[src/rtl/cube_pkg.sv]
// Shared definitions for the panel stream receiver: default geometry,
// row-select sizing, receiver FSM states and row-select decode helpers.
package cube_pkg;

  localparam int LANES_DEFAULT = 12;
  localparam int BITS_DEFAULT  = 16;
  localparam int ROW_COUNT     = 16;
  localparam int ROW_IDX_W     = 4;
  localparam int ROW_CNT_W     = $clog2(ROW_COUNT + 1);

  typedef enum logic [1:0] {
    ST_IDLE     = 2'd0,
    ST_SHIFTING = 2'd1,
    ST_OVERRUN  = 2'd2
  } rx_state_t;

  // Index of the lowest-numbered asserted (low) row select, 0 if none.
  function automatic logic [ROW_IDX_W-1:0] lowest_active(input logic [ROW_COUNT-1:0] sel_n);
    logic [ROW_IDX_W-1:0] idx;
    idx = '0;
    for (int i = ROW_COUNT - 1; i >= 0; i--) begin
      if (!sel_n[i]) idx = ROW_IDX_W'(i);
    end
    return idx;
  endfunction

  // Number of asserted (low) row selects.
  function automatic logic [ROW_CNT_W-1:0] active_count(input logic [ROW_COUNT-1:0] sel_n);
    logic [ROW_CNT_W-1:0] cnt;
    cnt = '0;
    for (int i = 0; i < ROW_COUNT; i++) begin
      cnt = cnt + {{(ROW_CNT_W-1){1'b0}}, ~sel_n[i]};
    end
    return cnt;
  endfunction

endpackage

[src/rtl/sync_edge.sv]
// Two-flop synchronizer with rising-edge detect for asynchronous panel
// control inputs. RESET_VAL is the idle level of the input so that reset
// release never manufactures an edge.
module sync_edge
  import cube_pkg::*;
#(
  parameter int               WIDTH     = 1,
  parameter logic [WIDTH-1:0] RESET_VAL = '0
) (
  input  logic             clk,
  input  logic             reset,
  input  logic [WIDTH-1:0] i_d,
  output logic [WIDTH-1:0] o_sync,
  output logic [WIDTH-1:0] o_rise
);

  logic [WIDTH-1:0] r_meta;
  logic [WIDTH-1:0] r_sync;
  logic [WIDTH-1:0] r_prev;

  // Synchronizer chain plus one history flop for edge detection.
  always_ff @(posedge clk or posedge reset) begin
    if (reset) begin
      r_meta <= RESET_VAL;
      r_sync <= RESET_VAL;
      r_prev <= RESET_VAL;
    end else begin
      r_meta <= i_d;
      r_sync <= r_meta;
      r_prev <= r_sync;
    end
  end

  assign o_sync = r_sync;
  assign o_rise = r_sync & ~r_prev;

endmodule

[src/rtl/panel_stream_receiver.sv]
// Panel stream receiver: samples LANES serial data lanes on an asynchronous
// shift clock, and on each latch strobe presents the captured row together
// with its decoded row number and error flags.
// Optional build macro ROW_CHECK_EN: flag latches whose row select is not
// exactly one-hot (row_index forced to 0 in that case).
module panel_stream_receiver
  import cube_pkg::*;
#(
  parameter int LANES = LANES_DEFAULT,
  parameter int BITS  = BITS_DEFAULT
) (
  input  logic                   clk,
  input  logic                   reset,
  input  logic                   serial_clk,
  input  logic                   latch_enable,
  input  logic                   output_enable_n,
  input  logic [LANES-1:0]       serial_data_in,
  input  logic [ROW_COUNT-1:0]   row_select_n,
  output logic [LANES*BITS-1:0]  row_data,
  output logic [ROW_IDX_W-1:0]   row_index,
  output logic                   row_valid,
  output logic                   length_error,
  output logic                   row_error,
  output logic                   blank
);

  localparam int CNT_W = $clog2(BITS + 2);

  // Saturating shift counter step: stops at BITS+1 to mark overrun.
  function automatic logic [CNT_W-1:0] sat_inc(input logic [CNT_W-1:0] c);
    if (c >= CNT_W'(BITS + 1)) return c;
    return c + CNT_W'(1);
  endfunction

  logic                          w_sclk_sync, w_sclk_rise;
  logic                          w_latch_sync, w_latch_rise;
  logic                          w_oe_sync, w_oe_rise;
  logic [ROW_COUNT-1:0]          w_row_sync, w_row_rise;
  logic                          w_unused;

  logic [LANES-1:0]              r_data_p0, r_data_p1;
  logic [LANES-1:0][BITS-1:0]    r_shreg;
  logic [LANES-1:0][BITS-1:0]    w_shreg_next;
  logic [CNT_W-1:0]              r_bit_count;
  logic [CNT_W-1:0]              w_cnt_shift;
  rx_state_t                     r_state, w_state_next;
  logic [ROW_IDX_W-1:0]          w_row_idx;
  logic                          w_row_err;

  sync_edge #(.WIDTH(1), .RESET_VAL(1'b0)) u_sync_sclk (
    .clk(clk), .reset(reset), .i_d(serial_clk),
    .o_sync(w_sclk_sync), .o_rise(w_sclk_rise)
  );

  sync_edge #(.WIDTH(1), .RESET_VAL(1'b0)) u_sync_latch (
    .clk(clk), .reset(reset), .i_d(latch_enable),
    .o_sync(w_latch_sync), .o_rise(w_latch_rise)
  );

  sync_edge #(.WIDTH(1), .RESET_VAL(1'b1)) u_sync_oe (
    .clk(clk), .reset(reset), .i_d(output_enable_n),
    .o_sync(w_oe_sync), .o_rise(w_oe_rise)
  );

  sync_edge #(.WIDTH(ROW_COUNT), .RESET_VAL({ROW_COUNT{1'b1}})) u_sync_row (
    .clk(clk), .reset(reset), .i_d(row_select_n),
    .o_sync(w_row_sync), .o_rise(w_row_rise)
  );

  // Level-only synchronizer outputs and edge outputs not needed here.
  assign w_unused = ^{w_sclk_sync, w_latch_sync, w_oe_rise, w_row_rise};

  // ---- p0/p1: data delayed two flops to stay aligned with synchronized serial_clk
  always_ff @(posedge clk) begin
    r_data_p0 <= serial_data_in;
    r_data_p1 <= r_data_p0;
  end

  // Shift every lane left on a serial clock rise; first bit ends as MSB.
  always_comb begin
    w_shreg_next = r_shreg;
    if (w_sclk_rise) begin
      for (int i = 0; i < LANES; i++) begin
        w_shreg_next[i] = {r_shreg[i][BITS-2:0], r_data_p1[i]};
      end
    end
  end

  // Lane shift registers; a stale partial row is harmless because the
  // shift counter, not the register contents, decides row validity.
  always_ff @(posedge clk) begin
    r_shreg <= w_shreg_next;
  end

  // Count as of this cycle's shift, so a coincident latch includes the bit.
  assign w_cnt_shift = w_sclk_rise ? sat_inc(r_bit_count) : r_bit_count;

  // Shift counter, cleared by each latch.
  always_ff @(posedge clk or posedge reset) begin
    if (reset) begin
      r_bit_count <= '0;
    end else if (w_latch_rise) begin
      r_bit_count <= '0;
    end else begin
      r_bit_count <= w_cnt_shift;
    end
  end

  // Receiver state register.
  always_ff @(posedge clk or posedge reset) begin
    if (reset) begin
      r_state <= ST_IDLE;
    end else begin
      r_state <= w_state_next;
    end
  end

  // Next-state: shifting moves forward, any latch returns to idle.
  always_comb begin
    w_state_next = r_state;
    unique case (r_state)
      ST_IDLE:     if (w_sclk_rise) w_state_next = ST_SHIFTING;
      ST_SHIFTING: if (w_sclk_rise && (w_cnt_shift == CNT_W'(BITS + 1))) w_state_next = ST_OVERRUN;
      ST_OVERRUN:  w_state_next = ST_OVERRUN;
      default:     w_state_next = ST_IDLE;
    endcase
    if (w_latch_rise) w_state_next = ST_IDLE;
  end

  // Row select decode at latch time.
  always_comb begin
    w_row_idx = '0;
    w_row_err = 1'b0;
`ifdef ROW_CHECK_EN
    if (active_count(w_row_sync) != ROW_CNT_W'(1)) begin
      w_row_err = 1'b1;
    end else begin
      w_row_idx = lowest_active(w_row_sync);
    end
`else
    w_row_idx = lowest_active(w_row_sync);
`endif
  end

  // ---- p2: latched row outputs, held until the next latch
  always_ff @(posedge clk or posedge reset) begin
    if (reset) begin
      row_data     <= '0;
      row_index    <= '0;
      length_error <= 1'b0;
      row_error    <= 1'b0;
      row_valid    <= 1'b0;
    end else begin
      row_valid <= w_latch_rise;
      if (w_latch_rise) begin
        row_data     <= w_shreg_next;
        row_index    <= w_row_idx;
        length_error <= (w_cnt_shift != CNT_W'(BITS));
        row_error    <= w_row_err;
      end
    end
  end

  assign blank = w_oe_sync;

endmodule

[config.mk]
export PLATFORM = sky130hd
export DESIGN_NAME = panel_stream_receiver
export DESIGN_NICKNAME = d
export VERILOG_FILES = /design/src/rtl/cube_pkg.sv /design/src/rtl/sync_edge.sv /design/src/rtl/panel_stream_receiver.sv
export SDC_FILE = /design/constraint.sdc
export NUM_CORES = 1
export LEC_CHECK = 0
export CAP_MARGIN = 20
export CORE_AREA = 2 2 203 205
export DETAILED_ROUTE_END_ITERATION = 7
export DIE_AREA = 0 0 205 207
export GPL_TIMING_DRIVEN = 0
export PLACE_DENSITY = 0.69
export SLEW_MARGIN = 25
export SYNTH_ARGS = -nofsm -noshare
export SYNTH_HDL_FRONTEND = slang
export SYNTH_SLANG_ARGS = --single-unit
[constraint.sdc]
create_clock -name clk -period 10.2 [get_ports clk]
set_clock_uncertainty 0.2 [all_clocks]
set_input_delay 1.02 -clock clk [delete_from_list [all_inputs] [get_ports clk]]
set_output_delay 1.02 -clock clk [all_outputs]
set_load 0.01 [all_outputs]
# == Word-level counts from Yosys, hierarchy flattened ==
# Index checks and enable logic that the tools add are counted.
# word_totals
inputBits,33
reg_bits,459
wordCells,58
out_inout_bits,200
# classes
bitwise,4
n_addsub,1
eq_ne,1
muxes,22
n_lt_le_gt_ge,1
# ops
operator,n
two-way mux 192 bit,1
two-way mux 4 bit,16
two-way mux 5 bit,4
adder 5 x 1 -> 5 bit (second input constant),1
greater-or-equal comparator 5 bit (second input constant),1
!= test 5 bit (second input constant),1
AND 1 bit,2
inverter 1 bit,2
two-way mux 1 bit,1

# == Longest topological paths before layout ==
# Gate-level depths: netlist of run 1.
# depth
depth_word,16
ltp_mapped,7
ltp_nobuf,6

# == Hierarchy ==
# From an unflattened synthesis of run 1, not the netlist that was laid out.
# hier_totals
cells_unflattened,1207
hier_area_um2,16170.5
# by_module_without_submodules
mod,area_each_um2,n_inst,cells_each,seq_area_each_um2
panel_stream_receiver,14403.8,1,1127,9404.0
sync_edge (u_sync_row),1485.2,1,65,1261.2
sync_edge (u_sync_latch ...),92.6,2,5,75.1
sync_edge (u_sync_oe),96.3,1,5,78.8

# == Worst setup path before layout of run 1 ==
# Ideal clock, no wire load.
# synth_timing
path_type,reg2reg
startpoint,register r_bit_count[0]
endpoint,register r_bit_count[0]
setup_time_ns,0.127
n_path_buf,0
synth_period_minus_slack_ns,1.818
t_required_ns,9.873
slack_ns,8.382
stages_incl_launch_ff,6
arrival_ns,1.491
cell_sequence,dfrtp_1 > ha_1 > or3_1 > o31ai_2 > and2_1 > o21ai_0
# synth_via
elab_chain_cells,5
word_cells_on_any_way,7
classes_between,1 x add/sub; 1 x order compare; 5 x mux
# synth_rtl
item,line_no,source
from (decl),panel_stream_receiver.sv:44,logic [CNT_W-1:0] r_bit_count;
from (signal assigned),panel_stream_receiver.sv:105,r_bit_count <= w_cnt_shift;
greater-or-equal comparator 5 bit,panel_stream_receiver.sv:31,if (c >= CNT_W'(BITS + 1)) return c;
two-way mux 1 bit,panel_stream_receiver.sv:31,
two-way mux 5 bit,panel_stream_receiver.sv:32,return c + CNT_W'(1);
two-way mux 5 bit *,panel_stream_receiver.sv:96,assign w_cnt_shift = w_sclk_rise ? sat_inc(r_bit_count) : r_bit_count;
two-way mux 5 bit *,panel_stream_receiver.sv:102,end else if (w_latch_rise) begin
# Mark *: on every way between the ends. The rest lies on a longest branch, timed or not. The select of a mux whose other input is x is not followed.
# A chain may end at the register's enable or synchronous reset.

# == Worst setup path in the final report of run 1 ==
# layout_timing
startpoint,register u_sync_oe.r_sync (netlist: u_sync_oe.o_sync)
endpoint,output port blank
# layout_rtl
item,line_no,source
from (decl),sync_edge.sv:18,logic [WIDTH-1:0] r_sync;
from (signal assigned),sync_edge.sv:29,r_sync <= r_meta;
to (decl),panel_stream_receiver.sv:24,output logic blank
# No word-level cell between the ends.

==> results of run 1 <==
per-stage QoR:
step,hold WS [ns],setup TNS [ns]
after floorplan,0.110,0
after global placement,0.111,-170.24
after detailed placement,0.112,0
after CTS,0.125,0
after global routing,0.133,0
final,0.125,0
Yosys cell counts (all sizes together):
library cell    n
and3            2
nand3b          2
nand2         585
a31oi           3
o221ai          1
a2bb2oi         1
clkbuf         24
nor2            8
nor3            2
dfstp          34
a21oi           4
dfxtp         216
nand4b          1
nand4           1
inv             6
o21ai           4
buf            43
ha              2
o31ai           2
nand3           6
a211o           1
a211oi          2
a21boi          1
nand2b          3
o211ai          1
mux2          193
nor2b           2
dfrtp         209
a221oi          1
xnor2           1
o41ai           1
and2            2
conb            1
or4             1
or3             2
layout make-up:
class                      instances  area (µm²)  area share
sequential                       459       10400       0.506
inverter                           6        30.0     0.00146
clock buffer                      71        1430      0.0693
tap                              532         666      0.0323
clock inverter                    17         185     0.00897
buffer                            67         389      0.0189
multi-input combinational        836        5120       0.248
timing repair buffer             233        2370       0.115
flip-flops by register name (all words and copies together) (netlist names), 4 cells and up:
| register | flops |
|---|---|
| row_data | 192 |
| r_data_p1 | 12 |
| r_bit_count | 5 |
| r_shreg | 192 |
| r_data_p0 | 12 |
| row_index | 4 |
| u_sync_row.r_meta | 16 |
| u_sync_row.o_sync | 16 |
routing by layer:
metal  routed length, µm  global-route usage  vias to the layer above
met1               15300               0.210                     4912
met4                1050              0.0650                        0
met2               15700               0.265                      206
li1                    -                   -                     4937
met3                2050              0.0450                       61
met5                   0                   0                        -
worst max path at each step:
stage                                     from                       end  slack [ns]
floorplan                                reset  length_error$_DFFE_PP0P_        2.36
global placement                         reset  row_data[33]$_DFFE_PP0P_       -0.84
detailed placement                       reset  row_data[33]$_DFFE_PP0P_        7.57
CTS                 u_sync_oe.o_sync$_DFF_PP1_                     blank        7.34
global route        u_sync_oe.o_sync$_DFF_PP1_                     blank        7.33
finish              u_sync_oe.o_sync$_DFF_PP1_                     blank        7.38
report_power, final:
part           leakage [nW]  total [mW]  internal [mW]  switching [mW]
logic                  4.02        1.57          0.916           0.652
registers              4.86        2.74           2.42           0.314
clock network         0.786        1.75           1.05           0.704
total                  9.66        6.06           4.39            1.67
cell families after synthesis:
kind of cell | after synthesis | share of synthesized area
DFF | 459 | 0.654
adders and majority gates | 2 | 0.00157
xor gates and xnor gates | 1 | 0.000548
other | 1 | 0.000235
AOI/OAI and AO/OA | 22 | 0.0103
and+or+nand+nor | 617 | 0.148
buffers and inverters | 73 | 0.0258
muxes | 193 | 0.159
==> qor.csv, run 1 <==
metric,value,unit
status,completed,
hold_class,reg2reg,
ys_warn_count,0,
dr.pass1.iters,4,
final-max-slew-violation-count,0,
grt_pass1_wl,56100,µm
path_buf_inv,1,
reg2reg_depth,6,
core_area,40400,µm²
synth_top_cell_by_area,dfrtp_1,
cts.clk_slew.worst_paths,0.06,ns
syn_nets,1403,
path_cells,clkdlybuf4s50_1,
setup_violations,0,
instances_no_fill,2221,
finalCoreUtilization,0.511,
relSlewSlack,0.280,
grtUsageTotal,0.165,
routed_wl,34100,µm
routabilityCongestion,0.798,
crit_required,8.98,ns
drcViolationCount,0,
io_pins,233,
syn_inst,1368,
cts-root-buf,clkbuf_16,
chipHeight,207,µm
rsz0062_at_grt,no,
vdd_drop_max,0.000163,V
timing.fmax,0.355,GHz
num_rows,74,
grt_overflow,0,
die_w,205,µm
antenna_left,0,
drive_above_1_share,0.204,
clock_sinks,459,
p_leak,9.66,nW
layout_common_cells,"nand2_1 (585), clkdlybuf4s50_1 (231), dfxtp_1 (216)",
synth_top_area_share,0.327,
cp.depth,1,
antenna_found_initial,0,
synth_cell_types,43,
hpwl,23000,µm
path_delay_family,flip-flops,
critPathMaxFanout,1,
cp_slowest_stage_delay,0.52,ns
area_delta_synth_final,29.1,%
drt_iter0_drc,494,
grt_pass1_vias,10700,
ys_top_cells_by_area,"dfrtp_1 (33%), dfxtp_1 (27%), nand2_1 (14%)",
startpoint_type,register,
timing.final.ws_setup,7.38,ns
placed_area,19000,µm²
cts_htree_levels,2,
hold_violations,0,
reg2reg_to,row_data[17]$_DFFE_PP0P_,
io_buffers,231,
dpl_worst_slack,7.57,ns
post-route-period-util,0.276,
seq_area_frac_synth,0.654,
numCtsBuffers,48,
crit_path_end_kind,output port,
maxCapViolCount,0,
regToRegSetupSlack,7.68,ns
tightest_slew,1.08,ns
final_cell_area,20600,µm²
clock_path_buffers,3,
setup.worst_path.class,reg2out,
wire_per_inst,15.4,µm
vias,10100,
ctsHoldBuffers,0,
worstHoldStart,r_data_p0[0]$_DFF_P_,
power.density,294,nW/µm²
final_nets,1686,
clk_latency,0.57,ns
cts_resized,0,
holdPathStages,0,
cts_tree,done,
synth_area,16000,µm²
finalPower,6.06,mW
synth.avg_cell_area,11.7,µm²
antennaDiodeCount,0,
synth.ff_latch_count,459,
grt_max_degree,96,
cts_setup_buffers,0,
via_per_inst,4.55,
arrival,1.60,ns
num-fill-cells,3605,
post-route-min-period,2.82,ns
hold_end,r_data_p1[0]$_DFF_P_,
worst_r2r_startpoint,u_sync_latch.o_sync$_DFF_PP0_,
die-area,42400,µm²
dp_cells,2133,
final_common_cell,nand2_1,
slowest_stage,dfstp_2,
start_util,0.396,
(Power assumes the default switching activity.)
==> inputs of run 2 (changes only) <==
==> constraint.sdc (replaced) <==
create_clock -name clk -period 2.8 [get_ports clk]
set_clock_uncertainty 0.2 [all_clocks]
set_input_delay 0.28 -clock clk [delete_from_list [all_inputs] [get_ports clk]]
set_output_delay 0.28 -clock clk [all_outputs]
set_load 0.01 [all_outputs]
==> qor.csv, run 2 (synthesis gave the netlist of run 1 again) <==
metric,value,unit
num-fill-cells,3509,
ctsHoldBuffers,32,
hold_violations,0,
dr.pass1.iters,4,
routabilityCongestion,0.796,
area_delta_synth_final,31.9,%
clk_latency,0.55,ns
grtUsageTotal,0.168,
vdd_drop_max,0.000662,V
setup.worst_path.class,reg2reg,
io_pins,233,
antenna_found_initial,1,
reg_top3,"r_shreg x192, row_data x192",
status,completed,
final_common_cell,nand2_1,
die_w,205,µm
holdPathStages,0,
power.density,1050,nW/µm²
top_layer,met5,
tightest_slew,1.01,ns
core_area,40400,µm²
vias,10300,
critPathMaxFanout,10,
cts_resized,0,
num_rows,74,
routed_wl,34800,µm
hpwl,23900,µm
grt_overflow,0,
relSlewSlack,0.324,
p_leak,9.85,nW
final-max-slew-violation-count,0,
chipHeight,207,µm
die-area,42400,µm²
timing.final.ws_setup,0.270,ns
hold_class,reg2reg,
arrival,2.82,ns
dr_wl_met2,16400,µm
io_buffers,231,
finalPower,22.1,mW
grt_pass1_vias,11000,
cts-root-buf,clkbuf_16,
clock_path_buffers,3,
cts_htree_levels,2,
dpl_worst_slack,0.230,ns
startpoint_type,register,
numCtsBuffers,49,
worstHoldStart,r_data_p0[0]$_DFF_P_,
setup_violations,0,
drt_iter0_drc,414,
crit_path_end_kind,register,
drive_above_1_share,0.199,
layout_common_cells,"nand2_1 (585), clkdlybuf4s50_1 (231), dfxtp_1 (216)",
maxCapViolCount,0,
crit_required,3.09,ns
reg2reg_to,row_data[183]$_DFFE_PP0P_,
final_nets,1726,
cts_setup_buffers,0,
grt_max_degree,32,
post-route-min-period,2.53,ns
rsz0062_at_grt,no,
worst_r2r_startpoint,u_sync_latch.o_sync$_DFF_PP0_,
cts.clk_slew.worst_paths,0.06,ns
drcViolationCount,0,
antenna_left,0,
hold_end,r_data_p1[0]$_DFF_P_,
post-route-period-util,0.904,
clock_sinks,459,
reg2reg_depth,6,
via_per_inst,4.54,
dr_wl_met3,2170,µm
regToRegSetupSlack,0.27,ns
start_util,0.396,
cts_tree,done,
fin_tns_setup,0,ns
timing.fmax,0.395,GHz
wire_per_inst,15.4,µm
grt_pass1_wl,57100,µm
m1WireLength,15200,µm
run 2: final cells by class:
| cell class | count | area [µm²] | area share |
|---|---|---|---|
| repair buffers | 272 | 2830 | 0.134 |
| diodes | 1 | 2.50 | 0.000119 |
| multi-input cells | 836 | 5120 | 0.243 |
| plain buffers | 67 | 389 | 0.0185 |
| well taps | 532 | 666 | 0.0316 |
| clock buffers | 77 | 1420 | 0.0674 |
| inverters | 6 | 26.3 | 0.00125 |
| flip-flops and latches | 459 | 10400 | 0.496 |
| clock inverters | 12 | 171 | 0.00813 |
run 2: how the worst max path moves through the flow:
stage | from | to | slack (ns)
after floorplan | reset | length_error$_DFFE_PP0P_ | -0.84
after global routing | u_sync_latch.o_sync$_DFF_PP0_ | row_data[184]$_DFFE_PP0P_ | 0.03
final | u_sync_latch.o_sync$_DFF_PP0_ | row_data[183]$_DFFE_PP0P_ | 0.27
after detailed placement | u_sync_latch.o_sync$_DFF_PP0_ | row_data[186]$_DFFE_PP0P_ | 0.23
after global placement | reset | row_data[143]$_DFFE_PP0P_ | -2.79
after CTS | u_sync_latch.o_sync$_DFF_PP0_ | row_data[191]$_DFFE_PP0P_ | 0.18
run 2: report_power, final:
group / leakage, nW / switching, mW / internal (mW)
Combinational: 4.21 / 2.39 / 3.39
Clock: 0.779 / 2.52 / 3.85
Sequential: 4.86 / 1.14 / 8.83
Total: 9.85 / 6.04 / 16.1
run 2: metal layers:
layer | vias to the layer above | track usage
met5 | - | 0
met4 | 2 | 0.0623
met3 | 63 | 0.0488
met2 | 181 | 0.273
met1 | 4985 | 0.211
li1 | 5029 | -
run 2: through the flow:
step | std cells | hold WS [ns] | cell area, µm² | util
floorplan | 1368 | 0.0845 | 16000 | -
global placement | 2131 | 0.112 | 19000 | 0.470
detailed placement | 2140 | 0.115 | 19200 | 0.475
CTS | 2261 | 0.129 | 21100 | 0.522
global route | 2261 | 0.131 | 21100 | 0.522
finish | 2262 | 0.126 | 21100 | 0.522
run 2: critical path, cell delays in order (launching register included):
cell,delay (ns)
dfrtp_1,0.38
nand2b_1,0.07
buf_2,0.30
clkbuf_1,0.80
clkbuf_1,0.52
nand2_1,0.11
nand2_1,0.09
==> patch (settings of run 2) <==
The parameter `RESET_VAL` goes from 1'b1 to 1'b0.
--- a/src/rtl/panel_stream_receiver.sv
+++ b/src/rtl/panel_stream_receiver.sv
@@ -57,7 +57,7 @@
     .o_sync(w_latch_sync), .o_rise(w_latch_rise)
   );
 
-  sync_edge #(.WIDTH(1), .RESET_VAL(1'b1)) u_sync_oe (
+  sync_edge #(.WIDTH(1), .RESET_VAL(1'b0)) u_sync_oe (
     .clk(clk), .reset(reset), .i_d(output_enable_n),
     .o_sync(w_oe_sync), .o_rise(w_oe_rise)
   );
Formal check against the unedited RTL: not equivalent (a bounded check fails within 4 cycles, from zero or initial values and one cycle with reset high).
==> patch against run 2 <==
Sequential cell count unchanged. Critical path type unchanged. Maximum frequency fell by 1.3%. Worst setup slack worse by 33 ps. Critical path depth stayed put. Final cell count hardly changed. Routed wire length down 0.15%. Total power fell by 0.47%. Design area down 0.21%. Die area is the same. Largest cell class unchanged. Combinational power barely moved. Synthesized cell count is the same. Synthesized area about the same. Highest routed layer is now met4. Largest power group unchanged.
==> patch: results <==
metrics = {
    "finish": {
        "antenna_cells": 0,
        "drive_gt1_share_pct": 19.85,
        "nNetsFinal": 1725,
        "layout.cells.non_filler": 2260,
    },
    "run_status": {
        "outcome": "complete, no violations",
    },
    "synth": {
        "synthMuxAreaShare_pct": 15.95,
        "avgSynthCellArea_um2": 11.68,
        "ys_seq_area_share_pct": 65.37,
        "synth-compound-area-share_pct": 1.026,
        "synth-xor-area-share_pct": 0.05481,
        "netlist_top_cells_count": "nand2_1, dfxtp_1, dfrtp_1",
        "synth_adder_area_share_pct": 0.1566,
    },
    "global_routing": {
        "antenna_found_initial": 0,
        "grt_max_degree": 33,
        "grt_use_total_pct": 16.60,
        "grt_pass1_wl_mm": 56.44,
    },
    "placed_design": {
        "place_hpwl_mm": 23.68,
        "dpl_cell_area_um2": 19160,
        "gp_congestion": 0.7971,
    },
    "power_and_ir_drop": {
        "pg_clk_uw": 6250,
        "vdd_drop_max_mv": 0.6743,
        "p_leak_uw": 0.009834,
        "sw_frac_of_total_pct": 27.59,
    },
    "sta": {
        "relSlewSlack_pct": 29.87,
    },
    "setup_path": {
        "worstPathArrival_ps": 2870,
        "cp-endpoint": "row_data[184]",
        "slowest_delay_ps": 820,
    },
    "routing": {
        "drt_wl_total_mm": 34.73,
        "vias": 10180,
    },
    "worst_hold_path": {
        "worstHoldStart": "r_data_p0[3]",
    },
    "cts": {
        "cts_buffers": 48,
    },
}
-- patch: cell count changes after synthesis, sizes merged --
cell   before  now
dfrtp     209  211
dfstp      34   32
-- patch: layer usage --
metal / vias to the layer above / GRT usage [%] / wire [um]
met4: 0 / 6.227 / 915
met3: 64 / 4.673 / 2122
met5: - / 0 / 0
li1: 5033 / - / -
met2: 193 / 26.54 / 16240
met1: 4894 / 21.38 / 15450
-- patch: final cells by class --
cell class,instances,area (um2)
inverter,6,26.28
multi-input combinational,836,5122
clock buffer,74,1400
fill,3504,19340
clock inverter,14,153.9
timing repair buffer,272,2828
buffer,67,389.1
sequential,459,10450
tap,532,665.6
-- patch: stage by stage --
step,hold slack (ps),setup WS [ps]
floorplan,84.48,-843.7
global placement,111.8,-2739
detailed placement,112.1,159.7
CTS,124.8,148.8
global route,132.6,58.78
finish,124.4,237.2
-- patch: repair_timing --
item	CTS	global route
hold buffers	32	0
gates resized for setup	0	0
endpoints found under the hold margin	41	0
buffers inserted	0	0
